File: src/rtl/game_flow_ctrl.sv
// ----------------------------------------------------------------------------
// game_flow_ctrl
//
// Game-flow FSM (START / MAZE / BATTLE / END) with a lives counter, plus a
// video-source selector that routes one of NUM_SRC screen generators to the
// VGA pins. The selected source changes only on frame_start, so a switch
// never tears a frame.
//
// Ports
//   clk, rst            system clock, asynchronous active-high reset
//   frame_start         1-cycle pulse at the start of each frame
//   start_req           start/continue request (level, rising edge used)
//   restart_req         restart request (level, rising edge used)
//   enemy_collide       maze -> battle trigger (level, rising edge used)
//   battle_won          battle won (level, rising edge used)
//   battle_lost         battle lost (level, rising edge used)
//   game_won            final boss defeated (level, rising edge used)
//   src_r/g/b           packed colour per source, source i at [i*W +: W]
//   src_hs/src_vs       sync per source
//   r, g, b, hs, vs     registered VGA outputs of the selected source
//   game_state          0 START, 1 MAZE, 2 BATTLE, 3 END (FSM state, debug)
//   disp_sel            source currently on screen
//   lives               remaining lives
//   win_flag            1 = END reached by game_won, 0 = by lives exhausted
//   state_chg           1-cycle pulse whenever game_state takes a new value
//
// Event semantics: every event input is a level. It is registered once, and
// only its rising edge (registered value high, previous registered value low)
// acts on the FSM, so a held level triggers exactly one transition.
// ----------------------------------------------------------------------------
module game_flow_ctrl #(
    parameter int NUM_SRC         = 4,
    parameter int R_W             = 3,
    parameter int G_W             = 3,
    parameter int B_W             = 2,
    parameter int LIVES           = 3,
    parameter int END_HOLD_FRAMES = 120,
    parameter bit SYNC_IDLE       = 1'b1
) (
    input  logic                       clk,
    input  logic                       rst,
    input  logic                       frame_start,
    input  logic                       start_req,
    input  logic                       restart_req,
    input  logic                       enemy_collide,
    input  logic                       battle_won,
    input  logic                       battle_lost,
    input  logic                       game_won,
    input  logic [NUM_SRC*R_W-1:0]     src_r,
    input  logic [NUM_SRC*G_W-1:0]     src_g,
    input  logic [NUM_SRC*B_W-1:0]     src_b,
    input  logic [NUM_SRC-1:0]         src_hs,
    input  logic [NUM_SRC-1:0]         src_vs,
    output logic [R_W-1:0]             r,
    output logic [G_W-1:0]             g,
    output logic [B_W-1:0]             b,
    output logic                       hs,
    output logic                       vs,
    output logic [1:0]                 game_state,
    output logic [$clog2(NUM_SRC)-1:0] disp_sel,
    output logic [3:0]                 lives,
    output logic                       win_flag,
    output logic                       state_chg
);

    localparam int SEL_W  = $clog2(NUM_SRC);
    localparam int HOLD_W = $clog2(END_HOLD_FRAMES + 1);

    typedef enum logic [1:0] {
        ST_START  = 2'd0,
        ST_MAZE   = 2'd1,
        ST_BATTLE = 2'd2,
        ST_END    = 2'd3
    } state_t;

    // Event bit positions inside the registered event vector
    localparam int EV_START   = 0;
    localparam int EV_RESTART = 1;
    localparam int EV_COLLIDE = 2;
    localparam int EV_WON     = 3;
    localparam int EV_LOST    = 4;
    localparam int EV_GAMEWON = 5;

    logic [5:0]        ev_q, ev_prev, ev_rise;
    state_t            state_q, state_d;
    logic [3:0]        lives_q, lives_d;
    logic              win_q, win_d;
    logic [HOLD_W-1:0] hold_q, hold_d;

    logic [R_W-1:0]    r_mux;
    logic [G_W-1:0]    g_mux;
    logic [B_W-1:0]    b_mux;
    logic              hs_mux, vs_mux;

    assign ev_rise = ev_q & ~ev_prev;

    // ------------------------------------------------------------------
    // State register
    // ------------------------------------------------------------------
    always_ff @(posedge clk or posedge rst) begin
        if (rst) begin
            ev_q      <= '0;
            ev_prev   <= '0;
            state_q   <= ST_START;
            lives_q   <= 4'(LIVES);
            win_q     <= 1'b0;
            hold_q    <= '0;
            state_chg <= 1'b0;
        end else begin
            ev_q      <= {game_won, battle_lost, battle_won,
                          enemy_collide, restart_req, start_req};
            ev_prev   <= ev_q;
            state_q   <= state_d;
            lives_q   <= lives_d;
            win_q     <= win_d;
            hold_q    <= hold_d;
            // Rises together with the new game_state value
            state_chg <= (state_d != state_q);
        end
    end

    // ------------------------------------------------------------------
    // Next-state logic
    // ------------------------------------------------------------------
    always_comb begin
        state_d = state_q;
        lives_d = lives_q;
        win_d   = win_q;
        hold_d  = hold_q;

        if (ev_rise[EV_RESTART]) begin
            // Restart beats every other event in every state
            state_d = ST_START;
            lives_d = 4'(LIVES);
            win_d   = 1'b0;
        end else begin
            case (state_q)
                ST_START: begin
                    if (ev_rise[EV_START]) begin
                        state_d = ST_MAZE;
                        lives_d = 4'(LIVES);
                        win_d   = 1'b0;
                    end
                end
                ST_MAZE: begin
                    if (ev_rise[EV_COLLIDE]) state_d = ST_BATTLE;
                end
                ST_BATTLE: begin
                    if (ev_rise[EV_GAMEWON]) begin
                        state_d = ST_END;
                        win_d   = 1'b1;
                    end else if (ev_rise[EV_LOST]) begin
                        if (lives_q > 4'd1) begin
                            lives_d = lives_q - 4'd1;
                            state_d = ST_MAZE;
                        end else begin
                            lives_d = 4'd0;
                            state_d = ST_END;
                            win_d   = 1'b0;
                        end
                    end else if (ev_rise[EV_WON]) begin
                        state_d = ST_MAZE;
                    end
                end
                ST_END: begin
                    if (frame_start) begin
                        if (hold_q == HOLD_W'(END_HOLD_FRAMES - 1)) begin
                            state_d = ST_START;
                        end else begin
                            hold_d = hold_q + 1'b1;
                        end
                    end
                end
                default: state_d = ST_START;
            endcase
        end

        // Each visit to END starts counting frames from zero
        if (state_d == ST_END && state_q != ST_END) hold_d = '0;
    end

    // ------------------------------------------------------------------
    // Source mux: combinational select, registered outputs
    // ------------------------------------------------------------------
    always_comb begin
        r_mux  = '0;
        g_mux  = '0;
        b_mux  = '0;
        hs_mux = SYNC_IDLE;
        vs_mux = SYNC_IDLE;
        for (int i = 0; i < NUM_SRC; i++) begin
            if (disp_sel == SEL_W'(i)) begin
                r_mux  = src_r[i*R_W +: R_W];
                g_mux  = src_g[i*G_W +: G_W];
                b_mux  = src_b[i*B_W +: B_W];
                hs_mux = src_hs[i];
                vs_mux = src_vs[i];
            end
        end
    end

    always_ff @(posedge clk or posedge rst) begin
        if (rst) begin
            disp_sel <= '0;
            r        <= '0;
            g        <= '0;
            b        <= '0;
            hs       <= SYNC_IDLE;
            vs       <= SYNC_IDLE;
        end else begin
            // Samples the state held before this edge, so a state change on a
            // frame_start cycle reaches the screen one frame later
            if (frame_start) disp_sel <= SEL_W'(state_q);
            r  <= r_mux;
            g  <= g_mux;
            b  <= b_mux;
            hs <= hs_mux;
            vs <= vs_mux;
        end
    end

    assign game_state = state_q;
    assign lives      = lives_q;
    assign win_flag   = win_q;

endmodule

File: config.mk
export PLATFORM = sky130hd
export DESIGN_NAME = game_flow_ctrl
export DESIGN_NICKNAME = d
export VERILOG_FILES = /design/src/rtl/game_flow_ctrl.sv
export SDC_FILE = /design/constraint.sdc
export NUM_CORES = 1
export LEC_CHECK = 0
export CORE_MARGIN = 4
export CORE_UTILIZATION = 47
export DETAILED_ROUTE_END_ITERATION = 12
export PLACE_DENSITY = 0.84
export SLEW_MARGIN = 20
export SYNTH_ARGS = -nofsm -noshare
export SYNTH_HDL_FRONTEND = slang
export SYNTH_SLANG_ARGS = --single-unit
export TNS_END_PERCENT = 10
File: constraint.sdc
create_clock -name clk -period 2.3 [get_ports clk]
set_input_delay 0.46 -clock clk [delete_from_list [all_inputs] [get_ports clk]]
set_output_delay 0.46 -clock clk [all_outputs]
set_load 0.05 [all_outputs]
==> impl_metrics.py <==
metrics = {
    "worst_setup_path": {
        "worst_path_max_delay_cell": "clkdlybuf4s50_1",
        "required_ps": 1840,
        "cpLargestDelayFamily": "buffers and inverters",
        "critPathKind": "flop to primary output",
        "endpoint_kind": "primary output",
        "path_cells": "clkdlybuf4s50_1",
        "worstPathMaxFanout": 5,
        "crit_arrival_ps": 1680,
        "cp_num_buf_inv": 1,
        "critPathMaxStageDelay_ps": 810,
        "worstSetupStartpointType": "flop",
    },
    "clocking": {
        "post_cts_buffers": 0,
        "numCtsBuffers": 5,
        "cts.sinks": 39,
        "clk_path_buf_depth": 2,
        "cts_tree": "built",
        "htree_levels": 2,
        "cts_resized": 0,
        "clockRootBuffer": "clkbuf_8",
        "insertion_delay_ps": 290,
        "path_clk_slew_ps": 80,
        "hold_buffers": 0,
    },
    "logic_synthesis": {
        "ys_ff_latch": 39,
        "ys_seq_area_frac": 0.528,
        "synth_edf_count": 0,
        "async_flop_share": 1.00,
        "synthesis.area_mm2": 0.00186,
        "synth_ff_type": "dfrtp_1",
        "synth_area_per_cell_um2": 12.3,
        "synthCells": 151,
        "syn_nets": 203,
        "yosysWarnings": 0,
        "ys_types": 44,
    },
    "routing": {
        "firstDrtPassIters": 4,
        "routed_wl_um": 4140,
        "vias_per_cell": 5.28,
        "drc_errors": 0,
        "vias": 1448,
        "postRouteAntennaNets": 0,
        "wl_per_cell_um": 15.1,
        "dr.first_iter.drc_count": 52,
    },
    "power": {
        "ir_drop_mv": 0.557,
        "p_leak_nw": 1.10,
        "power_density_mw_per_mm2": 771,
    },
    "sta": {
        "period_needed_ps": 2140,
        "finalSetupViolCount": 0,
        "fin_tns_setup_ps": 0,
        "fin_crit_sh": 0.932,
        "hold_violations": 0,
        "max-slew-margin-rel": 0.568,
        "fin_skew_ps": 5.37,
        "holdWs_ps": 390,
        "max_freq_mhz": 466,
        "slew_viol_final": 0,
        "rsz0062_at_grt": "no",
        "worstMarginPinSlew_ps": 648,
    },
    "job": {
        "cap_violations": 0,
    },
    "layout": {
        "layout_common_cells": "clkdlybuf4s50_1, dfrtp_1, nor2_1, nand2_1, mux4_2",
        "area_delta_synth_final_pct": 44.1,
        "layout.nets": 277,
        "final_common_cell": "clkdlybuf4s50_1",
        "layout-drive-gt1-share": 0.181,
        "fillers": 268,
        "n_antenna_cell": 0,
    },
    "floorplan": {
        "die_w_um": 70.9,
        "die-area_mm2": 0.00502,
        "row_count": 22,
        "start_util": 0.496,
        "io-pin-count": 69,
        "core_area_mm2": 0.00374,
        "die_h_um": 70.9,
    },
    "global_route": {
        "antenna_found_initial": 0,
        "first_global_vias": 1585,
        "grt_pass1_wl_um": 7160,
        "grt_max_degree": 40,
        "gr-total-overflow": 0,
        "grt_use_total": 0.182,
    },
    "outcome": {
        "status": "completed",
    },
    "place": {
        "io_buffer_count": 68,
        "place_congestion": 0.786,
        "hpwlAfterDp_um": 3320,
    },
    "worst_hold_path": {
        "hold_class": "flop to flop",
    },
}
report_power, final:
group,internal [mW],total [mW],leakage [nW],switching [mW]
clock network,0.211,0.456,0.0402,0.245
registers,0.789,0.878,0.471,0.0891
logic,0.321,0.730,0.586,0.410
routing by layer:
layer  vias to the layer above  GRT usage  share of wire
met5                         -          0              0
met4                         0     0.0459          0.015
met3                         6     0.0795          0.090
met2                        66      0.325           0.53
met1                       687      0.197           0.37
li1                        689          -              -
state kept, by name, summed over array words and instances, names as in the netlist, 3 cells and up:
register,flops
r,3
ev_q,6
g,3
lives,4
ev_prev,6
hold_q,7
path summary, 6_finish.rpt:
check	start	end	slack, ps	cells after the start
setup / recovery	lives[0]	lives[0]	160	1
hold / removal	ev_q[5]	ev_prev[5]	390	0
setup reg to reg	lives[0]	hold_q[0]	580	7
hold reg to reg	ev_q[5]	ev_prev[5]	390	0
max in group asynchronous	rst	vs	1360	3
min in group asynchronous	rst	ev_prev[4]	580	3
area by class of cell:
class | count | area [um2] | share of cell area
clock inverter | 3 | 20.0 | 0.00748
sequential | 39 | 981 | 0.367
inverter | 7 | 26.3 | 0.00982
multi-input combinational | 101 | 822 | 0.307
clock buffer | 5 | 68.8 | 0.0257
tap | 48 | 60.1 | 0.0224
timing repair buffer | 71 | 698 | 0.261
metrics by stage:
stage	util	instances	setup WS (ps)	power, mW	area (um2)
2_1_floorplan	-	151	506	1.36	1860
3_3_place_gp	0.691	266	493	1.60	2590
3_5_place_dp	0.691	266	387	1.63	2590
4_1_cts	0.715	274	144	2.08	2680
5_1_grt	0.715	274	98.8	2.17	2680
6_report	0.715	274	156	2.06	2680
synthesized netlist by cell type, types with 2 or more instances:
master / n / share of area
o211ai_2: 2 / 0.013
inv_1: 6 / 0.012
dfrtp_1: 35 / 0.47
ha_1: 3 / 0.020
nor2b_1: 3 / 0.010
a21oi_1: 2 / 0.0054
xor2_1: 4 / 0.019
o21ai_1: 4 / 0.011
o21ai_0: 8 / 0.022
nand3_2: 2 / 0.011
o211ai_1: 2 / 0.0081
o41ai_1: 2 / 0.0094
dfstp_2: 4 / 0.057
nor2_1: 15 / 0.030
mux4_2: 10 / 0.12
nand3_1: 6 / 0.016
nand2_1: 10 / 0.020
a21oi_2: 2 / 0.0094
nand2b_1: 5 / 0.017
nor3_1: 2 / 0.0054
logic make-up (layout without fill, tap and decap cells):
kind of cell	after synthesis	in the layout	share of synthesized area
xor gates and xnor gates	5	5	0.0236
muxes	12	12	0.133
AOI/OAI and AO/OA	28	28	0.106
DFF	39	39	0.528
buffers and inverters	11	86	0.0290
adders and majority gates	3	3	0.0202
and+or+nand+nor	53	53	0.160
Power figures use the tool's default switching activity.
